<file path="config.mk">
export PLATFORM = sky130hd
export DESIGN_NAME = ht_cmd_arbiter
export DESIGN_NICKNAME = d
export VERILOG_FILES = /design/src/rtl/ht_cmd_arbiter.sv
export SDC_FILE = /design/constraint.sdc
export NUM_CORES = 1
export LEC_CHECK = 0
export ABC_AREA = 1
export CORE_ASPECT_RATIO = 1.1
export CORE_UTILIZATION = 29
export DETAILED_ROUTE_END_ITERATION = 10
export GPL_ROUTABILITY_DRIVEN = 0
export SETUP_SLACK_MARGIN = 0.4
export SYNTH_ARGS = -nofsm -noshare
export SYNTH_HDL_FRONTEND = slang
export SYNTH_SLANG_ARGS = --single-unit
</file>
<file path="constraint.sdc">
create_clock -name clk_i -period 4 [get_ports clk_i]
set_input_delay 0.8 -clock clk_i [delete_from_list [all_inputs] [get_ports clk_i]]
set_output_delay 0.8 -clock clk_i [all_outputs]
set_load 0.05 [all_outputs]
</file>
<file path="src/rtl/ht_cmd_arbiter.sv">
// Round-robin arbiter sharing one hash-table command/result port between REQ_CNT requesters.
// Results return in order and are routed by a tag FIFO; OP_INIT is serialized against all traffic.
package hash_table;
   typedef enum logic [1:0] {
      OP_INIT   = 2'd0,
      OP_SEARCH = 2'd1,
      OP_INSERT = 2'd2,
      OP_DELETE = 2'd3
   } opcode_e;
endpackage

module ht_cmd_arbiter #(
   parameter int REQ_CNT      = 4,
   parameter int KEY_WIDTH    = 32,
   parameter int VALUE_WIDTH  = 16,
   parameter int OPCODE_WIDTH = 2,
   parameter int RES_WIDTH    = 64,
   parameter int MAX_INFLIGHT = 16
) (
   input  logic                            clk_i,
   input  logic                            rst_i,
   input  logic [REQ_CNT-1:0]              req_valid_i,
   input  logic [REQ_CNT*OPCODE_WIDTH-1:0] req_opcode_i,
   input  logic [REQ_CNT*KEY_WIDTH-1:0]    req_key_i,
   input  logic [REQ_CNT*VALUE_WIDTH-1:0]  req_value_i,
   output logic [REQ_CNT-1:0]              req_ready_o,
   output logic                            cmd_valid_o,
   output logic [OPCODE_WIDTH-1:0]         cmd_opcode_o,
   output logic [KEY_WIDTH-1:0]            cmd_key_o,
   output logic [VALUE_WIDTH-1:0]          cmd_value_o,
   input  logic                            cmd_ready_i,
   input  logic                            res_valid_i,
   input  logic [RES_WIDTH-1:0]            res_data_i,
   output logic                            res_ready_o,
   output logic [REQ_CNT-1:0]              rsp_valid_o,
   output logic [RES_WIDTH-1:0]            rsp_data_o,
   input  logic [REQ_CNT-1:0]              rsp_ready_i,
   output logic [$clog2(MAX_INFLIGHT):0]   inflight_o,
   output logic                            orphan_err_o
);

   localparam int IDW = (REQ_CNT > 1) ? $clog2(REQ_CNT) : 1;
   localparam int PW  = $clog2(MAX_INFLIGHT);
   localparam int CW  = PW + 1;
   localparam logic [CW-1:0]           FULL_CNT  = CW'(MAX_INFLIGHT);
   localparam logic [OPCODE_WIDTH-1:0] W_OP_INIT = OPCODE_WIDTH'(hash_table::OP_INIT);

   typedef enum logic [1:0] {ARB, DRAIN, INIT_WAIT} state_t;

   typedef struct packed {
      logic [OPCODE_WIDTH-1:0] op;
      logic [KEY_WIDTH-1:0]    key;
      logic [VALUE_WIDTH-1:0]  val;
   } cmd_t;

   state_t                r_state;
   logic [IDW-1:0]        r_rr_ptr;
   logic [IDW-1:0]        r_init_id;
   logic [IDW-1:0]        r_fifo [MAX_INFLIGHT];
   logic [PW-1:0]         r_wptr;
   logic [PW-1:0]         r_rptr;
   logic [CW-1:0]         r_inflight;
   logic                  r_cmd_valid;
   cmd_t                  r_cmd;
   logic                  r_orphan;

   cmd_t [REQ_CNT-1:0]    w_req;
   state_t                w_state_nx;
   logic [IDW-1:0]        w_init_id_nx;
   logic [IDW-1:0]        w_win;
   logic                  w_any;
   logic [IDW-1:0]        w_gid;
   logic [IDW-1:0]        w_rr_nx;
   logic                  w_grant;
   logic                  w_load_ok;
   logic                  w_full;
   logic                  w_empty;
   logic                  w_idle;
   logic [IDW-1:0]        w_head;
   logic                  w_pop;

   for (genvar g = 0; g < REQ_CNT; g++) begin : g_req
      assign w_req[g] = {req_opcode_i[g*OPCODE_WIDTH +: OPCODE_WIDTH],
                         req_key_i[g*KEY_WIDTH +: KEY_WIDTH],
                         req_value_i[g*VALUE_WIDTH +: VALUE_WIDTH]};
   end

   assign w_load_ok = !r_cmd_valid || cmd_ready_i;
   assign w_full    = (r_inflight == FULL_CNT);
   assign w_empty   = (r_inflight == '0);
   // inflight=0 already implies an empty output register, but both are checked for clarity
   assign w_idle    = w_empty && !r_cmd_valid;
   assign w_head    = r_fifo[r_rptr];
   assign w_rr_nx   = (w_gid == IDW'(REQ_CNT-1)) ? '0 : w_gid + IDW'(1);

   // Scan from the highest offset down so the last hit is the lowest index at or after rr_ptr
   always_comb begin
      logic [IDW:0] sum;
      sum   = '0;
      w_any = 1'b0;
      w_win = '0;
      for (int k = REQ_CNT-1; k >= 0; k--) begin
         sum = {1'b0, r_rr_ptr} + (IDW+1)'(k);
         if (sum >= (IDW+1)'(REQ_CNT)) sum = sum - (IDW+1)'(REQ_CNT);
         if (req_valid_i[sum[IDW-1:0]]) begin
            w_any = 1'b1;
            w_win = sum[IDW-1:0];
         end
      end
   end

   always_comb begin
      w_state_nx   = r_state;
      w_init_id_nx = r_init_id;
      w_grant      = 1'b0;
      w_gid        = w_win;
      case (r_state)
         ARB: begin
            if (w_any) begin
               if (w_req[w_win].op == W_OP_INIT) begin
                  if (w_idle) begin
                     w_grant    = 1'b1;
                     w_state_nx = INIT_WAIT;
                  end else begin
                     w_init_id_nx = w_win;
                     w_state_nx   = DRAIN;
                  end
               end else if (w_load_ok && !w_full) begin
                  w_grant = 1'b1;
               end
            end
         end
         DRAIN: begin
            w_gid = r_init_id;
            if (req_valid_i[r_init_id] && w_idle) begin
               w_grant    = 1'b1;
               w_state_nx = INIT_WAIT;
            end
         end
         INIT_WAIT: begin
            if (w_pop && r_inflight == CW'(1)) w_state_nx = ARB;
         end
         default: w_state_nx = ARB;
      endcase
   end

   always_comb begin
      req_ready_o = '0;
      if (w_grant) req_ready_o[w_gid] = 1'b1;
   end

   // Result path is purely combinational; an empty FIFO swallows the result as an orphan
   always_comb begin
      rsp_valid_o = '0;
      if (res_valid_i && !w_empty) rsp_valid_o[w_head] = 1'b1;
   end

   assign rsp_data_o  = res_data_i;
   assign res_ready_o = w_empty ? res_valid_i : rsp_ready_i[w_head];
   assign w_pop       = res_valid_i && !w_empty && rsp_ready_i[w_head];

   always_ff @(posedge clk_i) begin
      if (w_grant) r_fifo[r_wptr] <= w_gid;
   end

   always_ff @(posedge clk_i) begin
      if (rst_i) begin
         r_state     <= ARB;
         r_rr_ptr    <= '0;
         r_init_id   <= '0;
         r_wptr      <= '0;
         r_rptr      <= '0;
         r_inflight  <= '0;
         r_cmd_valid <= 1'b0;
         r_cmd       <= '0;
         r_orphan    <= 1'b0;
      end else begin
         r_state   <= w_state_nx;
         r_init_id <= w_init_id_nx;
         if (w_grant) begin
            r_rr_ptr <= w_rr_nx;
            r_wptr   <= r_wptr + PW'(1);
         end
         if (w_pop) r_rptr <= r_rptr + PW'(1);
         case ({w_grant, w_pop})
            2'b10:   r_inflight <= r_inflight + CW'(1);
            2'b01:   r_inflight <= r_inflight - CW'(1);
            default: r_inflight <= r_inflight;
         endcase
         if (w_grant) begin
            r_cmd_valid <= 1'b1;
            r_cmd       <= w_req[w_gid];
         end else if (cmd_ready_i) begin
            r_cmd_valid <= 1'b0;
         end
         if (res_valid_i && w_empty) r_orphan <= 1'b1;
      end
   end

   assign cmd_valid_o  = r_cmd_valid;
   assign cmd_opcode_o = r_cmd.op;
   assign cmd_key_o    = r_cmd.key;
   assign cmd_value_o  = r_cmd.val;
   assign inflight_o   = r_inflight;
   assign orphan_err_o = r_orphan;

endmodule

</file>
==> Word level (Yosys, flattened, before mapping) <==
Memories as Yosys holds them, arrays and structs flattened. A register that Yosys moved wholly into a read port is not among the register bits.
Index checks and enable logic that the tools add are counted.
{ "totals": {"mem_bits_rw": 32, "latchBits": 0, "regBits": 71, "input_bits": 276, "rom_bits": 0, "elab_cells": 126, "memories": 1, "output_inout_bits": 130} }
{ "mem_list": {"columns": ["memory", "words", "word_bits", "rd", "rd_ports_with_merged_regs", "write_ports", "line_no", "rtl"], "rows": [
  ["r_fifo", 16, 2, 1, 1, 1, "59", "logic [IDW-1:0] r_fifo [MAX_INFLIGHT];"]
]} }
{ "op_classes": {"shifts": 0, "addsub": 12, "multipliers": 0, "order_cmp": 14, "div": 0, "n_eq_ne": 11, "reduce_logical": 20, "bitwise_logic": 1, "n_mux": 56} }
{ "ops": {"columns": ["operator", "n"], "rows": [
  ["binary-select mux 50 bit (select 2 bit)", 2],
  ["two-way mux 50 bit", 2],
  ["two-way mux 2 bit", 15],
  ["less-than comparator 2 x 3 -> 1 bit, second input constant", 8],
  ["two-way mux 1 bit", 22],
  ["two-way mux 4 bit", 4],
  ["binary-select mux 1 bit (select 2 bit)", 6],
  ["case mux 5 bit (2 select lines)", 1],
  ["greater-or-equal comparator 3 bit, second input constant", 3],
  ["logical AND 1 bit", 9],
  ["adder 4 x 1 -> 4 bit, second input constant", 2],
  ["!= test 2 bit, second input constant", 4],
  ["AND reduction 4 bit", 2],
  ["subtractor 2 x 1 -> 2 bit, second input constant", 4],
  ["adder 2 x 2 -> 3 bit, second input constant", 2],
  ["== test 2 bit, second input constant", 3],
  ["case mux 2 bit (3 select lines)", 1],
  ["adder 5 x 1 -> 5 bit, second input constant", 1],
  ["== test 5 x 1 -> 1 bit, second input constant", 1],
  ["== test 5 bit, second input constant", 1],
  ["zero test 5 bit", 1],
  ["subtractor 5 x 1 -> 5 bit, second input constant", 1],
  ["demux 1 bit (select 2 bit)", 2],
  ["== test 2 x 1 -> 1 bit, second input constant", 2],
  ["10 further kinds", 15]
]} }

==> Longest topological paths before layout <==
{ "logic_depth": {"ltp_word": 17, "depth_mapped": 22, "depth_no_buf": 21} }

==> Worst setup path before layout <==
OpenSTA, ideal clock, no wires.
{ "synth_path": {"path_type": "input port to output port", "startpoint": "input port req_valid_i[1]", "endpoint": "output port req_ready_o[2]", "path_buffers": 1, "stages": 13, "path_slack_ns": 0.145, "t_arrival_ns": 3.055, "required_ns": 3.200, "path_cell_list": "inv_1 -> nand2_1 -> nand2_1 -> nor2_1 -> nor2_1 -> o21ai_1 -> nand2_1 -> nand2_2 -> o21ai_2 -> clkbuf_1 -> ha_1 -> inv_1 -> nor2_1"} }
{ "synth_between": {"elab_cells_between_ends": 33, "classes_between": "2 x order compare; 28 x mux; 3 x reduce/logical"} }
{ "synth_lines": {"columns": ["element", "line_no", "rtl"], "rows": [
  ["start: declaration", "22", "input logic [REQ_CNT-1:0] req_valid_i,"],
  ["binary-select mux 1 bit (select 2 bit)", "105", "if (req_valid_i[sum[IDW-1:0]]) begin"],
  ["two-way mux 1 bit (not written as such)", "105", null],
  ["two-way mux 2 bit (3 in series)", "105", null],
  ["two-way mux 2 bit (*)", "105", null],
  ["two-way mux 2 bit (*)", "117", "case (r_state)"],
  ["named net w_gid[1]", "72", "logic [IDW-1:0] w_gid;"],
  ["less-than comparator 2 x 3 -> 1 bit (not written as such) / greater-or-equal comparator 2 x 1 -> 1 bit (equally long branches)", "149", "if (w_grant) req_ready_o[w_gid] = 1'b1;"],
  ["logical AND 1 bit (not written as such)", "149", null],
  ["two-way mux 1 bit (not written as such)", "149", null],
  ["demux 1 bit (select 2 bit) (*)", "149", null],
  ["two-way mux 4 bit (*)", "149", null],
  ["end: declaration", "26", "output logic [REQ_CNT-1:0] req_ready_o,"]
]} }
Mark *: on every way through the listed nets, which the timed path passes. The rest lies on a longest branch. The select of a mux whose other input is x is not followed.

==> Worst setup path in the final report <==
{ "layout_path": {"startpoint": "input port req_opcode_i[6]", "endpoint": "output port req_ready_o[2]"} }
{ "layout_between": {"elab_chain_len": 7} }
{ "layout_rtl": {"columns": ["element", "line_no", "rtl"], "rows": [
  ["start: declaration", "23", "input logic [REQ_CNT*OPCODE_WIDTH-1:0] req_opcode_i,"],
  ["binary-select mux 50 bit (select 2 bit)", "120", "if (w_req[w_win].op == W_OP_INIT) begin"],
  ["two-way mux 50 bit (not written as such)", "120", null],
  ["zero test 2 bit", "120", null],
  ["two-way mux 1 bit", "120", null],
  ["two-way mux 1 bit", "119", "if (w_any) begin"],
  ["case mux 1 bit (2 select lines)", "117", null],
  ["two-way mux 4 bit", "149", null]
]} }
Every way passes these cells. The select of a mux whose other input is x is not followed.

==> summary.txt <==
Route
  – WL final: 25800 um
  – TritonRoute pass-1 iters: 6
  – Avg WL per Cell: 15.3 um
  – DR vias/cell: 4.55
  – Initial DRC Count: 374
  – Drt drc: 0
  – Antenna-violating nets left: 0
  – Via count: 7646

CTS
  – CTS H-tree depth: 3
  – CTS tree: done
  – Clock sink count: 107
  – Clock-pin slew on the worst setup and hold paths: 0.07 ns
  – Longest Clk Path Bufs: 2
  – Number of buffers created by CTS: 9
  – Hold Buf Count CTS: 0
  – CTS root buffer: clkbuf_16
  – Worst-skew pair later-pin latency: 0.36 ns

Global route
  – First-pass GRT wire length: 39100 um
  – Initial antenna violation count: 0
  – Largest net degree at the start of global routing: 87
  – Gr usage total: 0.192
  – GRT Residual Overflow: 0
  – Vias in the first global route: 7120

Logic synthesis
  – Yosys reg bits: 107
  – Top post-synthesis cells by area: dfxtp_1 (20%), edfxtp_1 (13%), nand2_1 (13%)
  – Yosys warns: 0
  – Syn_nets: 1426
  – Gate Count Post-Synth: 1137
  – Mean post-synth cell area: 6.59 um2
  – Ys async rst share: 0
  – Sequential fraction of the synthesis area: 0.329
  – Mapped Area: 0.00749 mm2
  – Most common cell in the synthesized netlist: nand2_1
  – Synth area leader: dfxtp_1
  – Count of cell types in the netlist: 34
  – Main flop type after synthesis: dfxtp_1
  – Commonest cells post-synth: nand2_1 (253), nor2_1 (242), inv_1 (118), dfxtp_1 (75)
  – Post-synth EDFFs: 32
  – Top cell type's share of synthesized area: 0.200

STA
  – Final Slew Violations: 0
  – Final period utilization: 0.861
  – Final setup fails: 0
  – Final hold slack: 0.454 ns
  – Fmax: 290 MHz
  – Final Hold Fails: 0
  – TNS Setup: 0 ns
  – Final Skew: 0.00867 ns
  – RSZ-0062 raised after global routing: yes
  – Max-slew headroom: 0.565
  – Crit path time final: 3.44 ns
  – Slew @ Worst Pin: 0.651 ns
  – Setup ws final: 0.555 ns

Final layout
  – Area Growth Syn to Fin: 42.0%
  – Layout cells sized above 1: 0.0674
  – N_diodes: 0
  – FILL cells: 2733
  – Layout Nets: 1619

Outcome
  – Status: finished, final reports clean

Floorplanning
  – Core Footprint: 0.0253 mm2
  – Chip width: 155 um
  – FP Rows: 61
  – Die Y: 171 um
  – Starting Density: 0.296
  – Die area: 0.0265 mm2
  – IO Count: 406

Power and ir drop
  – Total power: 10.8 mW
  – Power Dens Cells: 1010 mW/mm2
  – Leak: 4.72 nW
  – Worst VDD drop: 0.526 mV

Placement
  – Post-detail-place hpwl: 19300 um
  – IO Port Bufs: 277
  – Dpl ws: 0.105 ns

Worst setup path
  – CP arrival: 2.64 ns
  – CP Class: in2out
  – Crit path max fanout: 7
  – Required time worst endpoint: 3.20 ns
  – Worst R2R Start: r_rr_ptr[0]$_SDFFE_PP0P_
  – Setup crit start kind: input port
  – Crit. End Element: output port
  – Crit. Startpoint: req_opcode_i[6]

Min path
  – Worst hold start: orphan_err_o$_SDFFE_PP0P_
  – Worst Hold Class: reg2reg

Flow run
  – Max-cap violations: 0
==> stage by stage <==
| step | util | std cells | cell area [um2] |
|---|---|---|---|
| after detailed placement | 0.401 | 1656 | 10200 |
| after global routing | 0.420 | 1681 | 10600 |
| final | 0.420 | 1681 | 10600 |
| after global placement | 0.401 | 1656 | 10200 |
| after CTS | 0.416 | 1677 | 10600 |
| after floorplan | - | 1137 | 7500 |
==> critical path: stages <==
cell and delay (ns):
clkdlybuf4s50_1 0.42, nor2_1 0.39, nand3b_1 0.20, nand3_1 0.11, nand3_2 0.11, nand3_4 0.08
nand2_4 0.11, clkinv_8 0.10, nor2_4 0.16, buf_12 0.15
==> logic make-up after synthesis <==
| logic type | count (synthesis) | share of synthesized area |
|---|---|---|
| xor gates and xnor gates | 6 | 0.00701 |
| AOI/OAI and AO/OA | 139 | 0.113 |
| DFF | 107 | 0.329 |
| adders and majority gates | 13 | 0.0217 |
| and+or+nand+nor | 626 | 0.365 |
| buffers and inverters | 246 | 0.165 |
==> routing by layer <==
layer  part of all wire  wire, um  vias to the layer above  global-route usage
li1                   -         -                     3942                   -
met5                  0         0                        -                   0
met4              0.016       414                        0              0.0558
met2               0.50     12800                      256               0.341
met1               0.41     10600                     3418               0.226
met3              0.077      1990                       30              0.0509
==> power by group <==
group / internal [mW] / total (mW) / switching, mW
logic: 2.71 / 8.04 / 5.33
registers: 1.56 / 1.74 / 0.181
clock network: 0.554 / 0.988 / 0.434
==> flip-flops by register name (all words and copies together), names as in the netlist, 4 cells and up, named ones only <==
signal,cells
cmd_value_o,16
inflight_o,5
cmd_key_o,32
r_rptr,4
r_fifo,32
r_wptr,4
==> cell usage in the layout (no fill, tap or decap), types with 16 or more instances in the layout <==
cell type / instances
a21oi_1: 16
buf_4: 29
clkdlybuf4s50_1: 264
dfxtp_1: 74
edfxtp_1: 32
inv_1: 114
nand2_1: 248
nand3_1: 44
nand3b_1: 63
nor2_1: 238
o211ai_1: 45
o21ai_0: 65
==> what timing repair did <==
action / in CTS / in global routing
endpoints found under the hold margin: 0 / 0
buffers inserted: 5 / 4
pin swaps: 5 / 8
resized for setup: 20 / 18
cloned: 0 / 0
endpoints found under the setup margin: 8 / 10
==> final cells by class <==
class                   count  area, um2  share of cell area
flip-flops and latches    107       2460               0.232
inverters                 122        474              0.0446
multi-input cells         784       3900               0.367
clock buffers               9        225              0.0212
clock inverters             7       97.6             0.00917
repair buffers            306       3050               0.286
well taps                 346        433              0.0407
==> path summary, 6_finish.rpt <==
check | to | slack, ns | cells after the start
max reg2reg | inflight_o[4]$_SDFFE_PP0P_ | 0.82 | 21
min | orphan_err_o$_SDFFE_PP0P_ | 0.45 | 2
max | req_ready_o[2] | 0.56 | 10
min reg2reg | orphan_err_o$_SDFFE_PP0P_ | 0.45 | 2
No activity file was read; power rests on OpenSTA's default activity.
